$ cat config.mk
export PLATFORM = sky130hd
export DESIGN_NAME = nibble_serial_alu_adder
export DESIGN_NICKNAME = d
export VERILOG_FILES = /design/src/rtl/alu_pkg.sv /design/src/rtl/Four_Bit_Adder.sv /design/src/rtl/nibble_serial_alu_adder.sv
export SDC_FILE = /design/constraint.sdc
export NUM_CORES = 1
export LEC_CHECK = 0
export BUFFER_PORTS_ARGS = -buffer_cell sky130_fd_sc_hd__buf_2
export CAP_MARGIN = 20
export CORE_MARGIN = 5
export CORE_UTILIZATION = 40
export CTS_BUF_LIST = sky130_fd_sc_hd__clkbuf_16
export DETAILED_ROUTE_END_ITERATION = 8
export PLACE_DENSITY = 0.73
export RECOVER_POWER = 100
export SETUP_SLACK_MARGIN = 0.15
export SKIP_CTS_REPAIR_TIMING = 1
export SYNTH_ARGS = -nofsm -noshare
export SYNTH_HDL_FRONTEND = slang
export SYNTH_HIERARCHICAL = 1
export SYNTH_SLANG_ARGS = --single-unit
$ cat constraint.sdc
create_clock -name clk -period 4.1 [get_ports clk]
set_clock_uncertainty 0.2 [all_clocks]
set_input_delay 0.205 -clock clk [delete_from_list [all_inputs] [get_ports clk]]
set_output_delay 0.205 -clock clk [all_outputs]
set_load 0.01 [all_outputs]
$ cat src/rtl/alu_pkg.sv
// Shared definitions for the LEGv8 ALU family.
// Holds the sequencer state encoding, the NZCV bit positions and the datapath
// width default shared with the full-width 64-bit ALU.
package alu_pkg;

    localparam int ALU_WIDTH = 64;

    typedef enum logic [1:0] {
        ST_IDLE = 2'b00,
        ST_RUN  = 2'b01,
        ST_DONE = 2'b10
    } alu_state_e;

    // Bit positions of the flags inside a packed {N,Z,C,V} nibble
    localparam int FLAG_N = 3;
    localparam int FLAG_Z = 2;
    localparam int FLAG_C = 1;
    localparam int FLAG_V = 0;

endpackage

$ cat src/rtl/Four_Bit_Adder.sv
// 4-bit ripple-carry adder slice.
// Ports:
//   sum   out 4  a + b + c_in (low four bits)
//   c_out out 1  carry out of bit 3
//   a, b  in  4  addends
//   c_in  in  1  carry into bit 0
module Four_Bit_Adder (
    output logic [3:0] sum,
    output logic       c_out,
    input  logic [3:0] a,
    input  logic [3:0] b,
    input  logic       c_in
);

    logic [4:0] c;

    always_comb begin
        c    = '0;
        sum  = '0;
        c[0] = c_in;
        for (int i = 0; i < 4; i++) begin
            sum[i]   = a[i] ^ b[i] ^ c[i];
            c[i + 1] = (a[i] & b[i]) | (c[i] & (a[i] ^ b[i]));
        end
        c_out = c[4];
    end

endmodule

$ cat src/rtl/nibble_serial_alu_adder.sv
// Nibble-serial add/subtract unit: computes a+b or a-b over WIDTH bits by
// pushing one nibble per clock through a single 4-bit ripple slice,
// least significant nibble first, then reports LEGv8 NZCV flags.
// Ports:
//   clk     in  1      rising-edge clock
//   rst_n   in  1      synchronous active-low reset
//   start   in  1      request, sampled in IDLE or DONE
//   sub     in  1      0: a+b, 1: a-b
//   a, b    in  WIDTH  operands, captured when start is accepted
//   busy    out 1      high while nibbles are being processed
//   done    out 1      one-cycle pulse, result/flags valid
//   result  out WIDTH  sum/difference, held until the next accepted start
//   flag_n/z/c/v out 1 NZCV of the last result
module nibble_serial_alu_adder
    import alu_pkg::*;
#(
    parameter int WIDTH = ALU_WIDTH
) (
    input  logic             clk,
    input  logic             rst_n,
    input  logic             start,
    input  logic             sub,
    input  logic [WIDTH-1:0] a,
    input  logic [WIDTH-1:0] b,
    output logic             busy,
    output logic             done,
    output logic [WIDTH-1:0] result,
    output logic             flag_n,
    output logic             flag_z,
    output logic             flag_c,
    output logic             flag_v
);

    localparam int NIBBLES = WIDTH / 4;
    localparam int CW      = $clog2(NIBBLES);
    localparam logic [CW-1:0] LAST = CW'(NIBBLES - 1);

    alu_state_e       state_q, state_d;
    logic [CW-1:0]    cnt_q, cnt_d;
    logic [WIDTH-1:0] a_q, a_d;
    logic [WIDTH-1:0] b_q, b_d;
    logic             carry_q, carry_d;
    logic [WIDTH-1:0] result_q, result_d;
    logic [3:0]       flags_q, flags_d;

    logic [3:0]       slice_sum;
    logic             slice_cout;
    logic             c_into_msb;

    Four_Bit_Adder u_slice (
        .sum   (slice_sum),
        .c_out (slice_cout),
        .a     (a_q[3:0]),
        .b     (b_q[3:0]),
        .c_in  (carry_q)
    );

    // On the final nibble, slice bit 3 is the result MSB; recover the carry
    // that entered it from the sum identity s = a ^ b ^ cin.
    assign c_into_msb = a_q[3] ^ b_q[3] ^ slice_sum[3];

    always_comb begin
        state_d  = state_q;
        cnt_d    = cnt_q;
        a_d      = a_q;
        b_d      = b_q;
        carry_d  = carry_q;
        result_d = result_q;
        flags_d  = flags_q;

        case (state_q)
            ST_IDLE, ST_DONE: begin
                if (start) begin
                    // Subtraction is a + ~b + 1: invert B here, the +1
                    // enters as the initial carry.
                    a_d     = a;
                    b_d     = sub ? ~b : b;
                    carry_d = sub;
                    cnt_d   = '0;
                    state_d = ST_RUN;
                end else if (state_q == ST_DONE) begin
                    state_d = ST_IDLE;
                end
            end
            ST_RUN: begin
                // Sum nibbles enter at the top so that after NIBBLES shifts
                // the first nibble has reached bits [3:0].
                result_d = {slice_sum, result_q[WIDTH-1:4]};
                carry_d  = slice_cout;
                a_d      = a_q >> 4;
                b_d      = b_q >> 4;
                cnt_d    = cnt_q + CW'(1);
                if (cnt_q == LAST) begin
                    state_d         = ST_DONE;
                    flags_d[FLAG_N] = slice_sum[3];
                    flags_d[FLAG_Z] = (result_d == '0);
                    flags_d[FLAG_C] = slice_cout;
                    flags_d[FLAG_V] = c_into_msb ^ slice_cout;
                end
            end
            default: state_d = ST_IDLE;
        endcase
    end

    always_ff @(posedge clk) begin
        if (!rst_n) begin
            state_q  <= ST_IDLE;
            cnt_q    <= '0;
            a_q      <= '0;
            b_q      <= '0;
            carry_q  <= 1'b0;
            result_q <= '0;
            flags_q  <= '0;
        end else begin
            state_q  <= state_d;
            cnt_q    <= cnt_d;
            a_q      <= a_d;
            b_q      <= b_d;
            carry_q  <= carry_d;
            result_q <= result_d;
            flags_q  <= flags_d;
        end
    end

    assign busy   = (state_q == ST_RUN);
    assign done   = (state_q == ST_DONE);
    assign result = result_q;
    assign flag_n = flags_q[FLAG_N];
    assign flag_z = flags_q[FLAG_Z];
    assign flag_c = flags_q[FLAG_C];
    assign flag_v = flags_q[FLAG_V];

endmodule

Word-level counts from Yosys, hierarchy flattened

Index checks and enable logic that the tools add are counted.
Widths: inputs -> output; s select.

$add $sub $neg: 1
Equality and inequality tests: 6
Multiplexer cells: 13
Bitwise logic cells: 23
Reduce and logical (&&, ||, !) cells: 7

Operator list:

| cell                | number |
|---|---|
| $pmux 64 s2         | 2 |
| $mux 64             | 3 |
| $logic_not 64->1    | 1 |
| $not 64->64         | 1 |
| $xor 1x1->1         | 10 |
| $and 1x1->1         | 8 |
| $pmux 4 s2          | 1 |
| $mux 2              | 3 |
| $reduce_and 2->1    | 3 |
| $add 4x1->4 const B | 1 |
| $eq 4x4->1 const B  | 1 |
| $mux 4              | 1 |
| $or 1x1->1          | 4 |
| $pmux 2 s2          | 1 |
| $ne 3x3->1 const B  | 1 |
| $eq 2x1->1 const B  | 1 |
| $eq 2x2->1 const B  | 1 |
| $logic_not 2->1     | 1 |
| $ne 2x1->1 const B  | 1 |
| $ne 2x2->1 const B  | 1 |
| $pmux 1 s2          | 1 |
| $reduce_bool 2->1   | 1 |
| $reduce_or 2->1     | 1 |
| $mux 1              | 1 |

Bits in registers: 203
Input bits: 132
Logic and storage cells: 57

Longest topological paths before layout

Gate-level depths: netlist (run 1).

Depth after elaboration: 10
Depth in mapped cells: 12
Depth with buffers taken out: 12

Modules after synthesis

Netlist (run 1), hierarchy kept.

By module, submodules not included:

| module                  | times used | cells an instance | area each (um^2) | sequential area each (um^2) |
|---|---|---|---|---|
| nibble_serial_alu_adder | 1          | 980               | 8719.6           | 4063.9 |
| Four_Bit_Adder          | 1          | 14                | 117.6            | 0.0 |

Least setup slack after synthesis (run 1)

No wires, ideal clock.

Path kind: reg2reg
Start point: register a_q[0]
End point: register flags_q[2]
Setup time: 70 ps
Arrival: 2666 ps
Required time: 3830 ps
Slack: 1164 ps
Stages on the path, launching flop included: 13
Buffers on the path: 0
Clock period less this slack: 2936 ps
Cells stage by stage: dfxtp_1 -> fa_1 -> inv_1 -> fa_1 -> inv_1 -> fa_1 -> inv_1 -> fa_1 -> inv_1 -> nor4_1 -> nand4_1 -> or4_1 -> a21oi_1

Cells in the longest elaborated chain, start to end: 9

Ends and longest elaborated chain:

| what                   | line                           | source |
|---|---|---|
| start, declared        | nibble_serial_alu_adder.sv:40  | `logic [WIDTH-1:0] a_q, a_d;` |
| start signal, assigned | nibble_serial_alu_adder.sv:109 | `a_q <= '0;` |
| start signal, assigned | nibble_serial_alu_adder.sv:117 | `a_q <= a_d;` |
| $xor 1x1->1            | Four_Bit_Adder.sv:23           | `c[i + 1] = (a[i] & b[i]) \| (c[i] & (a[i] ^ b[i]));` |
| $and 1x1->1            | Four_Bit_Adder.sv:23           |  |
| $or 1x1->1 *           | Four_Bit_Adder.sv:23           |  |
| $and 1x1->1 *          | Four_Bit_Adder.sv:23           |  |
| $or 1x1->1 *           | Four_Bit_Adder.sv:23           |  |
| $and 1x1->1 *          | Four_Bit_Adder.sv:23           |  |
| $or 1x1->1 *           | Four_Bit_Adder.sv:23           |  |
| $xor 1x1->1 *          | Four_Bit_Adder.sv:22           | `sum[i] = a[i] ^ b[i] ^ c[i];` |
| net slice_sum[3]       | nibble_serial_alu_adder.sv:46  | `logic [3:0] slice_sum;` |
| $logic_not 64->1 *     | nibble_serial_alu_adder.sv:96  | `flags_d[FLAG_Z] = (result_d == '0);` |
| end signal, assigned   | nibble_serial_alu_adder.sv:121 | `flags_q <= flags_d;` |
| end, declared          | nibble_serial_alu_adder.sv:44  | `logic [3:0] flags_q, flags_d;` |

Mark *: on every way through the listed nets, which the timed path passes. The rest lies on a longest branch.
A chain may end at the register's enable or synchronous reset.

Worst setup path in the final report (run 1)

Start point: register state_q[0]
End point: register b_q[25]

Cells in the longest elaborated chain, start to end: 4

Ends and longest elaborated chain:

| what                                                                    | line                           | source |
|---|---|---|
| start, declared                                                         | nibble_serial_alu_adder.sv:38  | `alu_state_e state_q, state_d;` |
| start signal, assigned                                                  | nibble_serial_alu_adder.sv:115 | `state_q <= state_d;` |
| $eq 2x2->1 / $logic_not 2->1 (equally long branches)                    | nibble_serial_alu_adder.sv:71  | `case (state_q)` |
| $reduce_or 2->1                                                         | nibble_serial_alu_adder.sv:71  |  |
| $ne 2x2->1 (no source line) / $reduce_bool 2->1 (equally long branches) | --                             |  |
| $reduce_and 2->1 (no source line)                                       | --                             |  |
| end signal, assigned                                                    | nibble_serial_alu_adder.sv:110 | `b_q <= '0;` |
| end signal, assigned                                                    | nibble_serial_alu_adder.sv:118 | `b_q <= b_d;` |
| end, declared                                                           | nibble_serial_alu_adder.sv:41  | `logic [WIDTH-1:0] b_q, b_d;` |

Several ways; a longest one is shown, not always the timed one.

==> results of run 1 <==
[metrics by stage]
| step | cells | hold slack [ns] |
|---|---|---|
| 4_1_cts | 1436 | -0.251 |
| 3_3_place_gp | 1400 | 0.238 |
| 2_1_floorplan | 994 | 0.188 |
| 3_5_place_dp | 1400 | 0.244 |
| 5_1_grt | 1556 | -0.00196 |
| 6_report | 1556 | -0.0838 |
[worst min-delay path, delay by kind of cell]
| family | cells | cell delay [ns] |
|---|---|---|
| compound gates | 2 | 0.23 |
| xor+xnor | 1 | 0.05 |
| buf+inv | 1 | 0.09 |
[per-layer routing]
metal,vias up,GRT usage [%],part of all wire (%)
li1,3963,-,-
met2,274,26.3,49
met1,3800,22.6,42
met5,-,0,0.051
met3,51,5.16,6.6
met4,2,3.90,2.6
[cells in the mapped netlist]
| master | count | share of area, % |
|---|---|---|
| nand4_1 | 5 | 0.35 |
| nor2_2 | 1 | 0.071 |
| and3b_1 | 1 | 0.099 |
| buf_4 | 1 | 0.085 |
| nor4_2 | 1 | 0.14 |
| inv_2 | 1 | 0.042 |
| a21boi_1 | 65 | 5.5 |
| xor2_1 | 64 | 6.3 |
| a21boi_0 | 121 | 10 |
| nand3_1 | 1 | 0.057 |
| inv_1 | 10 | 0.42 |
| o21ai_0 | 2 | 0.11 |
| buf_2 | 35 | 2.0 |
| nand3b_1 | 1 | 0.085 |
| nor2b_1 | 15 | 1.1 |
| fa_1 | 4 | 0.91 |
| o21a_1 | 1 | 0.085 |
| dfxtp_1 | 203 | 46 |
| a22oi_1 | 130 | 11 |
| mux2i_1 | 2 | 0.23 |
| ha_1 | 1 | 0.14 |
| o211a_1 | 1 | 0.11 |
| buf_1 | 4 | 0.17 |
| nor2_1 | 4 | 0.17 |
| or4_1 | 1 | 0.085 |
| nand2b_1 | 1 | 0.071 |
| and2_1 | 1 | 0.071 |
| clkbuf_1 | 46 | 2.0 |
| nand2_1 | 250 | 11 |
| nor4_1 | 14 | 0.99 |
| a21oi_1 | 3 | 0.17 |
| xnor2_1 | 3 | 0.30 |
| nor4_4 | 1 | 0.24 |
[state kept, by name (all words and copies together) (netlist names)]
signal,flops
flags_q,4
carry_q,1
result,64
a_q,64
cnt_q,4
b_q,64
state_q,2
[kinds of logic after synthesis]
family,after synthesis
compound gates,323
xor+xnor,67
fa+ha+maj,5
buf+inv,97
flops,203
mux,2
simple gates,297
[worst paths after layout]
kind	from	endpoint	slack, ns
setup / recovery	state_q[0]	b_q[25]	0.69
hold reg to reg	result[1]	result[1]	0.26
hold / removal	b[45]	b_q[45]	-0.08
setup reg to reg	state_q[0]	b_q[25]	0.69
[power by group]
part | total [µW] | switching, µW | leakage, µW | internal (µW)
combinational | 623 | 339 | 0.00241 | 284
sequential | 2140 | 59.1 | 0.00166 | 2080
clock | 1790 | 784 | 0.000326 | 1010
total | 4550 | 1180 | 0.00440 | 3370
[final cells by class]
cell class                 count  area (µm²)
timing repair buffer         331        2190
inverter                      11        46.3
sequential                   203        4060
fill                        1949       10100
tap                          280         350
multi-input combinational    694        4370
clock buffer                  23         576
clock inverter                13        62.6
antenna                        1        2.50
==> impl_metrics.env, run 1 <==
export IMPL_ioPinCount=202
export IMPL_final_util_pct=53.6
export IMPL_fin_hold_ws_ns=-0.0838
export IMPL_critPathRequiredTime_ns=4.32
export IMPL_tightest_slew_ns=1.99
export IMPL_peakVddDrop_v=0.000262
export IMPL_layout_cells_most_common_list="nand2_1 (250), dfxtp_1 (203), a21boi_0 (181)"
export IMPL_path_class="reg2reg"
export IMPL_r2r_cells=6
export IMPL_cts_sinks=203
export IMPL_synth_compound_area_share_pct=27.3
export IMPL_slowest_stage="clkbuf_1"
export IMPL_synth_cells=994
export IMPL_wire_per_inst_um=16.2
export IMPL_die_h_um=159
export IMPL_place_area_um2=9940
export IMPL_drive_gt1_share_pct=13.6
export IMPL_end_kind="flop"
export IMPL_critPathTopFamily="buffers and inverters"
export IMPL_synthDistinctLibCells=33
export IMPL_violations="negative hold slack, max-capacitance violations, max-slew violations"
export IMPL_syn_to_final_growth_pct=32.0
export IMPL_cts_tree="done"
export IMPL_wirelength_mm=25.3
export IMPL_synthMuxAreaShare_pct=0.227
export IMPL_cap_violations=2
export IMPL_postRouteAntennaNets=0
export IMPL_fin_ws_ns=0.689
export IMPL_synth_area_um2=8840
export IMPL_grt_max_degree=108
export IMPL_final_common_cell="nand2_1"
export IMPL_gp_congestion=0.838
export IMPL_arrival_ns=3.63
export IMPL_path_clk_slew_ns=0.06
export IMPL_core_um2=21800
export IMPL_finalInstanceArea_um2=11700
export IMPL_synthSimpleGateAreaFrac_pct=14.1
export IMPL_initial_utilization_pct=40.6
export IMPL_cpPeakStageDelay_ns=1.46
export IMPL_critical_path_max_fanout=107
export IMPL_finalPower_uw=4550
export IMPL_preCtsSetupSlack_ns=1.00
export IMPL_slew_headroom_pct=-32.8
export IMPL_layout_nets=1401
export IMPL_crit_buf_inv=2
export IMPL_fp_dieW_um=159
export IMPL_synth_fa_ha_area_share_pct=1.05
export IMPL_cts_htree_levels=1
export IMPL_viasPerCell=5.20
export IMPL_port_buffers=201
export IMPL_ys_seq_area_share_pct=46.0
export IMPL_period_needed_ns=3.41
export IMPL_setup_violations=0
export IMPL_grt_pass1_wl_mm=35.2
export IMPL_leakage_uw=0.00440
export IMPL_grt_ovfl_total=0
export IMPL_hpwl_mm=14.4
export IMPL_start_kind="flop"
export IMPL_clk_latency_ns=0.52
export IMPL_fmax_mhz=293
export IMPL_grt_pass1_vias=6952
export IMPL_cp_num_cells=6
export IMPL_finalMaxSlewViolations=87
export IMPL_rows=54
export IMPL_grt_usage_pct=16.7
export IMPL_p_per_area_nw_per_um2=390
export IMPL_dieArea_um2=25200
export IMPL_numCtsBuffers=23
export IMPL_vias=8090
export IMPL_syn_nets=1131
export IMPL_rsz0062_at_grt="no"
export IMPL_clock_path_buffers=3
export IMPL_fin_crit_sh_pct=83.2
export IMPL_drc=0
export IMPL_drtPass1Iterations=7
export IMPL_setup_tns_ns=0
export IMPL_ys_ff_latch=203
export IMPL_antenna_found_initial=2
export IMPL_synth_top_family_by_area="compound AO/OA/AOI/OAI gates"
export IMPL_drtIter0Drc=604
export IMPL_synth_xor_area_share_pct=6.64
export IMPL_hold_violations=7
export IMPL_root_buffer="clkbuf_16"
export IMPL_path_cells="nand2b_2, inv_6, nor2_1, clkbuf_1, nand2_1, a21boi_0"
export IMPL_yosys_warnings=6
export IMPL_hold_path_class="in2reg"
export IMPL_syn_area_per_cell_um2=8.89
export IMPL_status="finished with violations"
export IMPL_whs_path_depth=4
Power figures use the tool's default switching activity.
==> run 2: changes to the inputs <==
- clock period: 4.1 -> 3.57 ns (I/O delays scaled with it)
==> impl_metrics.env, run 2 (synthesis results as in run 1) <==
export IMPL_drtPass1Iterations=5
export IMPL_period_needed_ns=3.10
export IMPL_wire_per_inst_um=15.9
export IMPL_setup_tns_ns=0
export IMPL_clock_path_buffers=3
export IMPL_cts_htree_levels=1
export IMPL_vias=8152
export IMPL_wirelength_mm=24.9
export IMPL_final_seq_area_um2=4060
export IMPL_syn_to_final_growth_pct=33.4
export IMPL_layout_cells_most_common_list="nand2_1 (250), dfxtp_1 (203), a21boi_0 (183)"
export IMPL_fmax_mhz=323
export IMPL_fp_dieW_um=159
export IMPL_violations="negative hold slack, max-capacitance violations, max-slew violations"
export IMPL_grt_usage_pct=16.5
export IMPL_slew_headroom_pct=-14.0
export IMPL_grt_max_degree=132
export IMPL_cts_tree="done"
export IMPL_path_cells="fa_1, inv_1, fa_1, inv_1, fa_1, inv_1, fa_1, inv_1, nor4_1, nand4_1, or4_1, a21oi_1"
export IMPL_cap_violations=1
export IMPL_clk_latency_ns=0.50
export IMPL_fin_crit_sh_pct=86.7
export IMPL_antenna_found_initial=2
export IMPL_place_area_um2=9960
export IMPL_setup_violations=0
export IMPL_leakage_uw=0.00447
export IMPL_grt_pass1_vias=6985
export IMPL_rsz0062_at_grt="no"
export IMPL_layout_nets=1406
export IMPL_dieArea_um2=25200
export IMPL_end_kind="flop"
export IMPL_cts_sinks=203
export IMPL_viasPerCell=5.21
export IMPL_grt_ovfl_total=0
export IMPL_peakVddDrop_v=0.000298
export IMPL_cpPeakStageDelay_ns=0.53
export IMPL_core_um2=21800
export IMPL_ioPinCount=202
export IMPL_hold_violations=4
export IMPL_slowest_stage="or4_1"
export IMPL_hold_path_class="in2reg"
export IMPL_die_h_um=159
export IMPL_crit_buf_inv=4
export IMPL_critPathTopFamily="adder cells"
export IMPL_fin_hold_ws_ns=-0.0751
export IMPL_p_per_area_nw_per_um2=456
export IMPL_path_clk_slew_ns=0.06
export IMPL_final_common_cell="nand2_1"
export IMPL_rrSetupSlack_ns=0.47
export IMPL_drtIter0Drc=507
export IMPL_root_buffer="clkbuf_16"
export IMPL_gp_congestion=0.803
export IMPL_hpwl_mm=14.3
export IMPL_path_class="reg2reg"
export IMPL_tightest_slew_ns=1.71
export IMPL_finalPower_uw=5380
export IMPL_rows=54
export IMPL_arrival_ns=3.32
export IMPL_drive_gt1_share_pct=13.7
export IMPL_grt_pass1_wl_mm=34.8
export IMPL_drc=0
export IMPL_start_kind="flop"
export IMPL_critPathRequiredTime_ns=3.79
export IMPL_initial_utilization_pct=40.6
export IMPL_final_util_pct=54.2
export IMPL_finalInstanceArea_um2=11800
export IMPL_n_fill_cell=1961
export IMPL_port_buffers=201
export IMPL_multiInputGateArea_um2=4370
export IMPL_numCtsBuffers=23
export IMPL_critical_path_max_fanout=4
export IMPL_status="finished with violations"
export IMPL_finalMaxSlewViolations=39
export IMPL_postRouteAntennaNets=0
[run 2: cell count changes in the layout (fill, tap and decap cells not counted), moves of 2 or more]
cell / before / now
clkinv_2: 4 / 6
a21boi_0: 181 / 183
clkinv_1: 4 / 2
inv_1: 13 / 17
dlygate4sd3_1: 119 / 123
a21boi_1: 5 / 3
bufinv_16: 0 / 2
[run 2: layer usage]
| layer | track usage, % | vias to the layer above | routed length, µm | part of all wire (%) |
|---|---|---|---|---|
| li1 | - | 3981 | - | - |
| met2 | 26.3 | 285 | 11900 | 48 |
| met4 | 3.49 | 4 | 617 | 2.5 |
| met3 | 4.97 | 49 | 1790 | 7.2 |
| met5 | 0 | - | 21 | 0.084 |
| met1 | 22.3 | 3833 | 10600 | 43 |
[run 2: final cells by class]
type / instances / area share, %
clock buffer: 23 / 4.88
clock inverter: 17 / 1.05
tap: 280 / 2.97
inverter: 11 / 0.393
multi-input combinational: 694 / 37.0
antenna: 2 / 0.0425
timing repair buffer: 336 / 19.1
sequential: 203 / 34.5
[run 2: worst register-to-register path, stage by stage, from the launching register on]
cell     delay, ns
dfxtp_1       0.36
fa_1          0.18
inv_1         0.05
fa_1          0.35
inv_1         0.07
fa_1          0.15
inv_1         0.05
fa_1          0.47
inv_1         0.08
nor4_1        0.28
nand4_1       0.11
or4_1         0.53
a21oi_1       0.14
[run 2: power breakdown]
group	internal [µW]	switching, µW
sequential	2380	68.4
combinational	330	387
clock	1310	905
[run 2: worst paths after layout]
| path | from | endpoint | cells after the start |
|---|---|---|---|
| setup reg to reg | a_q[0] | flags_q[2] | 12 |
| hold reg to reg | b_q[52] | b_q[52] | 2 |
| setup / recovery | a_q[0] | flags_q[2] | 12 |
| hold / removal | b[16] | b_q[16] | 4 |
[run 2: stage by stage]
| step | instances | setup slack [ns] | hold WS [ns] |
|---|---|---|---|
| 6_report | 1566 | 0.473 | -0.0751 |
| 3_3_place_gp | 1401 | 0.536 | 0.241 |
| 4_1_cts | 1441 | 0.457 | -0.268 |
| 3_5_place_dp | 1401 | 0.479 | 0.247 |
| 5_1_grt | 1564 | 0.215 | 0.000188 |
| 2_1_floorplan | 994 | 0.634 | 0.162 |
